File: src/rtl/layer_mem_arb_pkg.sv
// Shared definitions for the layer memory arbiter, the conv engine and the host readout.
package layer_mem_arb_pkg;

    localparam int ADDR_W       = 12;
    localparam int DATA_W       = 13;
    localparam int MAX_HOLD_DEF = 16;

    typedef enum logic [1:0] {
        IDLE = 2'd0,
        OWN0 = 2'd1,
        OWN1 = 2'd2
    } arb_state_t;

endpackage

File: src/rtl/layer_mem_rtag.sv
// Read return path: carries {valid, requester id} alongside each read and routes cdata_rd back.
module layer_mem_rtag
    import layer_mem_arb_pkg::*;
(
    input  logic              clk,
    input  logic              reset,
    input  logic              vld_p0,
    input  logic              id_p0,
    input  logic [DATA_W-1:0] cdata_rd,
    output logic              rvalid0,
    output logic              rvalid1,
    output logic [DATA_W-1:0] rdata0,
    output logic [DATA_W-1:0] rdata1
);

    logic vld_p1, id_p1;
    logic vld_p2, id_p2;

    // p0 -> p1: read strobe cycle; p1 -> p2: memory data cycle
    always_ff @(posedge clk or posedge reset) begin
        if (reset) begin
            vld_p1 <= 1'b0;
            id_p1  <= 1'b0;
            vld_p2 <= 1'b0;
            id_p2  <= 1'b0;
        end else begin
            vld_p1 <= vld_p0;
            id_p1  <= id_p0;
            vld_p2 <= vld_p1;
            id_p2  <= id_p1;
        end
    end

    assign rvalid0 = vld_p2 & ~id_p2;
    assign rvalid1 = vld_p2 &  id_p2;
    assign rdata0  = rvalid0 ? cdata_rd : '0;
    assign rdata1  = rvalid1 ? cdata_rd : '0;

endmodule

File: src/rtl/layer_mem_arb.sv
// Two-requester arbiter for the layer memory: conv engine (0) vs host readout (1), burst lock with bounded hold.
module layer_mem_arb
    import layer_mem_arb_pkg::*;
#(
    parameter int MAX_HOLD = MAX_HOLD_DEF
) (
    input  logic              clk,
    input  logic              reset,
    input  logic              req0,
    input  logic              req1,
    input  logic              lock0,
    input  logic              lock1,
    input  logic              we0,
    input  logic              we1,
    input  logic              sel0,
    input  logic              sel1,
    input  logic [ADDR_W-1:0] addr0,
    input  logic [ADDR_W-1:0] addr1,
    input  logic [DATA_W-1:0] wdata0,
    input  logic [DATA_W-1:0] wdata1,
    output logic              gnt0,
    output logic              gnt1,
    output logic              rvalid0,
    output logic              rvalid1,
    output logic [DATA_W-1:0] rdata0,
    output logic [DATA_W-1:0] rdata1,
    output logic              cwr,
    output logic [ADDR_W-1:0] caddr_wr,
    output logic [DATA_W-1:0] cdata_wr,
    output logic              crd,
    output logic [ADDR_W-1:0] caddr_rd,
    input  logic [DATA_W-1:0] cdata_rd,
    output logic              csel
);

    localparam int CNT_W = $clog2(MAX_HOLD + 1);

    arb_state_t       state, state_nxt;
    logic             last_owner, last_owner_nxt;
    logic [CNT_W-1:0] hold_cnt, hold_cnt_nxt;
    logic [CNT_W-1:0] hold_inc;
    logic             hold_room;
    logic             g0, g1;

    assign hold_room = (hold_cnt < CNT_W'(MAX_HOLD));
    assign hold_inc  = (hold_cnt == CNT_W'(MAX_HOLD)) ? hold_cnt : hold_cnt + CNT_W'(1);

    // The hold limit only bites when the other side is waiting
    always_comb begin
        g0             = 1'b0;
        g1             = 1'b0;
        state_nxt      = IDLE;
        last_owner_nxt = last_owner;
        hold_cnt_nxt   = '0;
        case (state)
            OWN0: begin
                if (req0 && lock0 && (hold_room || !req1)) g0 = 1'b1;
                else if (req1)                             g1 = 1'b1;
                else if (req0)                             g0 = 1'b1;
            end
            OWN1: begin
                if (req1 && lock1 && (hold_room || !req0)) g1 = 1'b1;
                else if (req0)                             g0 = 1'b1;
                else if (req1)                             g1 = 1'b1;
            end
            default: begin
                if (req0 && req1) begin
                    g0 = last_owner;
                    g1 = ~last_owner;
                end else begin
                    g0 = req0;
                    g1 = req1;
                end
            end
        endcase
        if (g0) begin
            state_nxt      = OWN0;
            last_owner_nxt = 1'b0;
            hold_cnt_nxt   = (state == OWN0) ? hold_inc : CNT_W'(1);
        end else if (g1) begin
            state_nxt      = OWN1;
            last_owner_nxt = 1'b1;
            hold_cnt_nxt   = (state == OWN1) ? hold_inc : CNT_W'(1);
        end
    end

    always_ff @(posedge clk or posedge reset) begin
        if (reset) begin
            state      <= IDLE;
            last_owner <= 1'b1;
            hold_cnt   <= '0;
        end else begin
            state      <= state_nxt;
            last_owner <= last_owner_nxt;
            hold_cnt   <= hold_cnt_nxt;
        end
    end

    assign gnt0 = g0 & ~reset;
    assign gnt1 = g1 & ~reset;

    logic              acc_p0, wr_p0, rd_p0, sel_p0;
    logic [ADDR_W-1:0] addr_p0;
    logic [DATA_W-1:0] wdata_p0;

    assign acc_p0   = (req0 & gnt0) | (req1 & gnt1);
    assign wr_p0    = acc_p0 & (gnt1 ? we1 : we0);
    assign rd_p0    = acc_p0 & ~(gnt1 ? we1 : we0);
    assign sel_p0   = gnt1 ? sel1 : sel0;
    assign addr_p0  = gnt1 ? addr1 : addr0;
    assign wdata_p0 = gnt1 ? wdata1 : wdata0;

    // p0 -> p1: accepted access becomes a memory strobe
    always_ff @(posedge clk or posedge reset) begin
        if (reset) begin
            cwr      <= 1'b0;
            crd      <= 1'b0;
            csel     <= 1'b0;
            caddr_wr <= '0;
            cdata_wr <= '0;
            caddr_rd <= '0;
        end else begin
            cwr <= wr_p0;
            crd <= rd_p0;
            if (acc_p0) csel <= sel_p0;
            if (wr_p0) begin
                caddr_wr <= addr_p0;
                cdata_wr <= wdata_p0;
            end
            if (rd_p0) caddr_rd <= addr_p0;
        end
    end

    layer_mem_rtag u_rtag (
        .clk      (clk),
        .reset    (reset),
        .vld_p0   (rd_p0),
        .id_p0    (gnt1),
        .cdata_rd (cdata_rd),
        .rvalid0  (rvalid0),
        .rvalid1  (rvalid1),
        .rdata0   (rdata0),
        .rdata1   (rdata1)
    );

endmodule

File: config.mk
export PLATFORM = sky130hd
export DESIGN_NAME = layer_mem_arb
export DESIGN_NICKNAME = d
export VERILOG_FILES = /design/src/rtl/layer_mem_arb_pkg.sv /design/src/rtl/layer_mem_rtag.sv /design/src/rtl/layer_mem_arb.sv
export SDC_FILE = /design/constraint.sdc
export NUM_CORES = 1
export LEC_CHECK = 0
export BUFFER_PORTS_ARGS = -buffer_cell sky130_fd_sc_hd__buf_4
export CAP_MARGIN = 25
export CORE_MARGIN = 3
export CORE_UTILIZATION = 46
export DETAILED_ROUTE_END_ITERATION = 10
export GPL_TIMING_DRIVEN = 0
export PLACE_DENSITY = 0.78
export REMOVE_ABC_BUFFERS = 1
export SYNTH_ARGS = -nofsm -noshare
export SYNTH_HDL_FRONTEND = slang
export SYNTH_SLANG_ARGS = --single-unit
File: constraint.sdc
create_clock -name clk -period 3.36 [get_ports clk]
set_clock_uncertainty 0.1 [all_clocks]
set_input_delay 0.672 -clock clk [delete_from_list [all_inputs] [get_ports clk]]
set_output_delay 0.672 -clock clk [all_outputs]
set_load 0.1 [all_outputs]
==> impl_metrics.env <==
export IMPL_status="completed"
export IMPL_ys_types=43
export IMPL_wl_per_cell_um=16.5
export IMPL_die_area_um2=7230
export IMPL_synth_mux_area_share_pct=0.349
export IMPL_via_per_inst=5.48
export IMPL_drt_wl_total_mm=8.17
export IMPL_final_area_um2=4140
export IMPL_grt_max_degree=31
export IMPL_path_clk_slew_ns=0.09
export IMPL_synthArstFlopShare_pct=100
export IMPL_timing_fmax_ghz=0.318
export IMPL_ys_flop_type="dfrtp_1"
export IMPL_finalHoldWorstSlack_ns=0.261
export IMPL_die_y_um=85.0
export IMPL_min_period_ns=3.14
export IMPL_tns_ns=0
export IMPL_coreArea_um2=5990
export IMPL_placed_cell_area_um2=3980
export IMPL_grt_pass1_wl_mm=12.9
export IMPL_ios=143
export IMPL_synth_top_cells_by_area="dfrtp_1 (44%), a2bb2oi_2 (6.8%), inv_1 (4.7%), o211ai_1 (4.2%), a32oi_1 (4.0%)"
export IMPL_num_vias=2712
export IMPL_setup_viol=0
export IMPL_antenna_found_initial=0
export IMPL_ys_seq_area_share_pct=44.5
export IMPL_dp_hpwl_mm=6.03
export IMPL_ys_seq_elements=51
export IMPL_hp_class="register to register"
export IMPL_clkLatencyLatePin_ns=0.30
export IMPL_crit_type="register to output pin"
export IMPL_drive_gt1_share_pct=46.2
export IMPL_yosysWarnings=0
export IMPL_arrival_ns=2.37
export IMPL_grt_usage_pct=21.7
export IMPL_end_kind="output pin"
export IMPL_place_congestion=0.821
export IMPL_syn2layout_area_growth_pct=44.2
export IMPL_drtIter0Drc=113
export IMPL_synthCells=276
export IMPL_worst_slew_pin_slew_ns=0.838
export IMPL_syn_area_um2=2870
export IMPL_cts_sinks=51
export IMPL_dieWidth_um=85.0
export IMPL_final_fill_count=492
export IMPL_period_share_pct=93.4
export IMPL_cts_tree="built"
export IMPL_final_nets=496
export IMPL_syn_area_per_cell_um2=10.4
export IMPL_synthAdderAreaFrac_pct=1.74
export IMPL_hold_buffers=0
export IMPL_firstDrtPassIters=4
export IMPL_crit_fanout=30
export IMPL_gr_total_overflow=0
export IMPL_hold_violations=0
export IMPL_report_final_slew_viol_count=0
export IMPL_cts_max_path_buffers=2
export IMPL_synth_top_area_share_pct=43.6
export IMPL_grt_pass1_vias=2658
export IMPL_max_cap_violations=0
export IMPL_synth_simple_area_share_pct=11.1
export IMPL_ant_nets=0
export IMPL_rsz0062_at_grt="no"
export IMPL_h_tree_depth=2
export IMPL_synth_xor_area_share_pct=0.915
export IMPL_synth_edff_count=0
export IMPL_antennaDiodeCount=0
export IMPL_row_count=28
export IMPL_drc_errors=0
export IMPL_clockRootBuffer="clkbuf_8"
export IMPL_io_buffer_count=142
export IMPL_startpoint_type="register"
export IMPL_start_util_pct=47.9
export IMPL_synth_top_cells_by_count="dfrtp_1 (50), inv_1 (36), nand2_1 (18)"
export IMPL_synth_top_family_by_area="compound AO/OA/AOI/OAI gates"
export IMPL_synth_most_common_cell="dfrtp_1"
export IMPL_cp_required_ns=2.59
export IMPL_yosys_area_top_type="dfrtp_1"
export IMPL_synth_compound_area_share_pct=31.7
export IMPL_cts_made_buffers=5
export IMPL_relSlewSlack_pct=44.1
==> flip-flops by register name, summed over array words and instances (netlist names) <==
register and cells:
cdata_wr 13, caddr_rd 12, caddr_wr 12, hold_cnt 5
state 2, csel 1, cwr 1, last_owner 1
u_rtag.id_p1 1, u_rtag.id_p2 1, u_rtag.vld_p1 1, u_rtag.vld_p2 1
==> final cells by class <==
cell class / instances / area [um^2] / area share (%)
tap: 75 / 93.8 / 2.27
timing repair buffer: 155 / 1190 / 28.9
clock buffer: 7 / 96.3 / 2.33
sequential: 51 / 1280 / 30.8
clock inverter: 1 / 7.51 / 0.181
multi-input combinational: 167 / 1320 / 31.9
inverter: 39 / 150 / 3.63
==> worst paths after layout <==
| check | from | to | slack [ns] | depth (start not counted) |
|---|---|---|---|---|
| hold / removal | u_rtag.id_p1$_DFF_PP0_ | u_rtag.id_p2$_DFF_PP0_ | 0.26 | 0 |
| hold reg to reg | u_rtag.id_p1$_DFF_PP0_ | u_rtag.id_p2$_DFF_PP0_ | 0.26 | 0 |
| setup reg to reg | state[0]$_DFF_PP0_ | caddr_wr[10]$_DFFE_PP0P_ | 0.41 | 10 |
| setup / recovery | state[0]$_DFF_PP0_ | gnt1 | 0.22 | 7 |
| max in group asynchronous | reset | state[1]$_DFF_PP0_ | 2.24 | 3 |
| min in group asynchronous | reset | caddr_wr[9]$_DFFE_PP0P_ | 0.38 | 2 |
==> cells in the final DEF, fill, tap and decap left out, drive strengths merged <==
cell type	count
nand3b	2
ha	4
clkinvlp	1
o31ai	13
mux2i	1
o21a	1
nor2	5
a32oi	13
xnor2	2
clkinv	1
xor2	1
a41oi	2
o31a	2
o21ai	16
a21boi	1
a21o	1
dfrtp	50
dfstp	1
o211ai	16
inv	38
nand2	18
nor2b	2
nand3	2
and3	13
nand2b	4
a22o	1
and2	14
a2bb2oi	24
a21oi	8
clkbuf	7
a21bo	1
buf	155
==> timing repair <==
item,in CTS,in global routing
gates resized for setup,2,0
pin swaps,1,1
setup endpoints to repair,16,1
buffers inserted,1,6
==> layer usage <==
metal / up-vias / track usage, % / part of all wire (%)
li1: 1280 / - / -
met1: 1322 / 27.7 / 41
met2: 104 / 37.7 / 50
met3: 6 / 5.92 / 8.5
met4: 0 / 3.31 / 0.66
met5: - / 0 / 0
==> through the flow <==
| stage | utilization [%] | setup slack (ns) | cells |
|---|---|---|---|
| floorplan | - | -1.11 | 257 |
| CTS | 68.4 | 0.0267 | 489 |
| global placement | 65.1 | -2.37 | 474 |
| global route | 69.1 | 0.0655 | 495 |
| finish | 69.1 | 0.220 | 495 |
| detailed placement | 66.4 | -0.265 | 480 |
==> cells by family (layout without fill, tap and decap cells) <==
logic type / after synthesis / after routing
xor gates and xnor gates: 3 / 3
muxes: 1 / 1
DFF: 51 / 51
adders and majority gates: 4 / 4
buffers and inverters: 58 / 202
AOI/OAI and AO/OA: 99 / 99
and+or+nand+nor: 60 / 60
==> worst max-delay path, cell delays in order, from the launching register on <==
cell and delay (ns):
dfrtp_1 0.36, inv_1 0.05, ha_1 0.40, inv_2 0.14, a41oi_4 0.13, o21ai_4 0.42
inv_4 0.25, buf_4 0.32
Power is not shown: default switching activity piles up to over one toggle a cycle in this logic, so the estimate is an artifact.
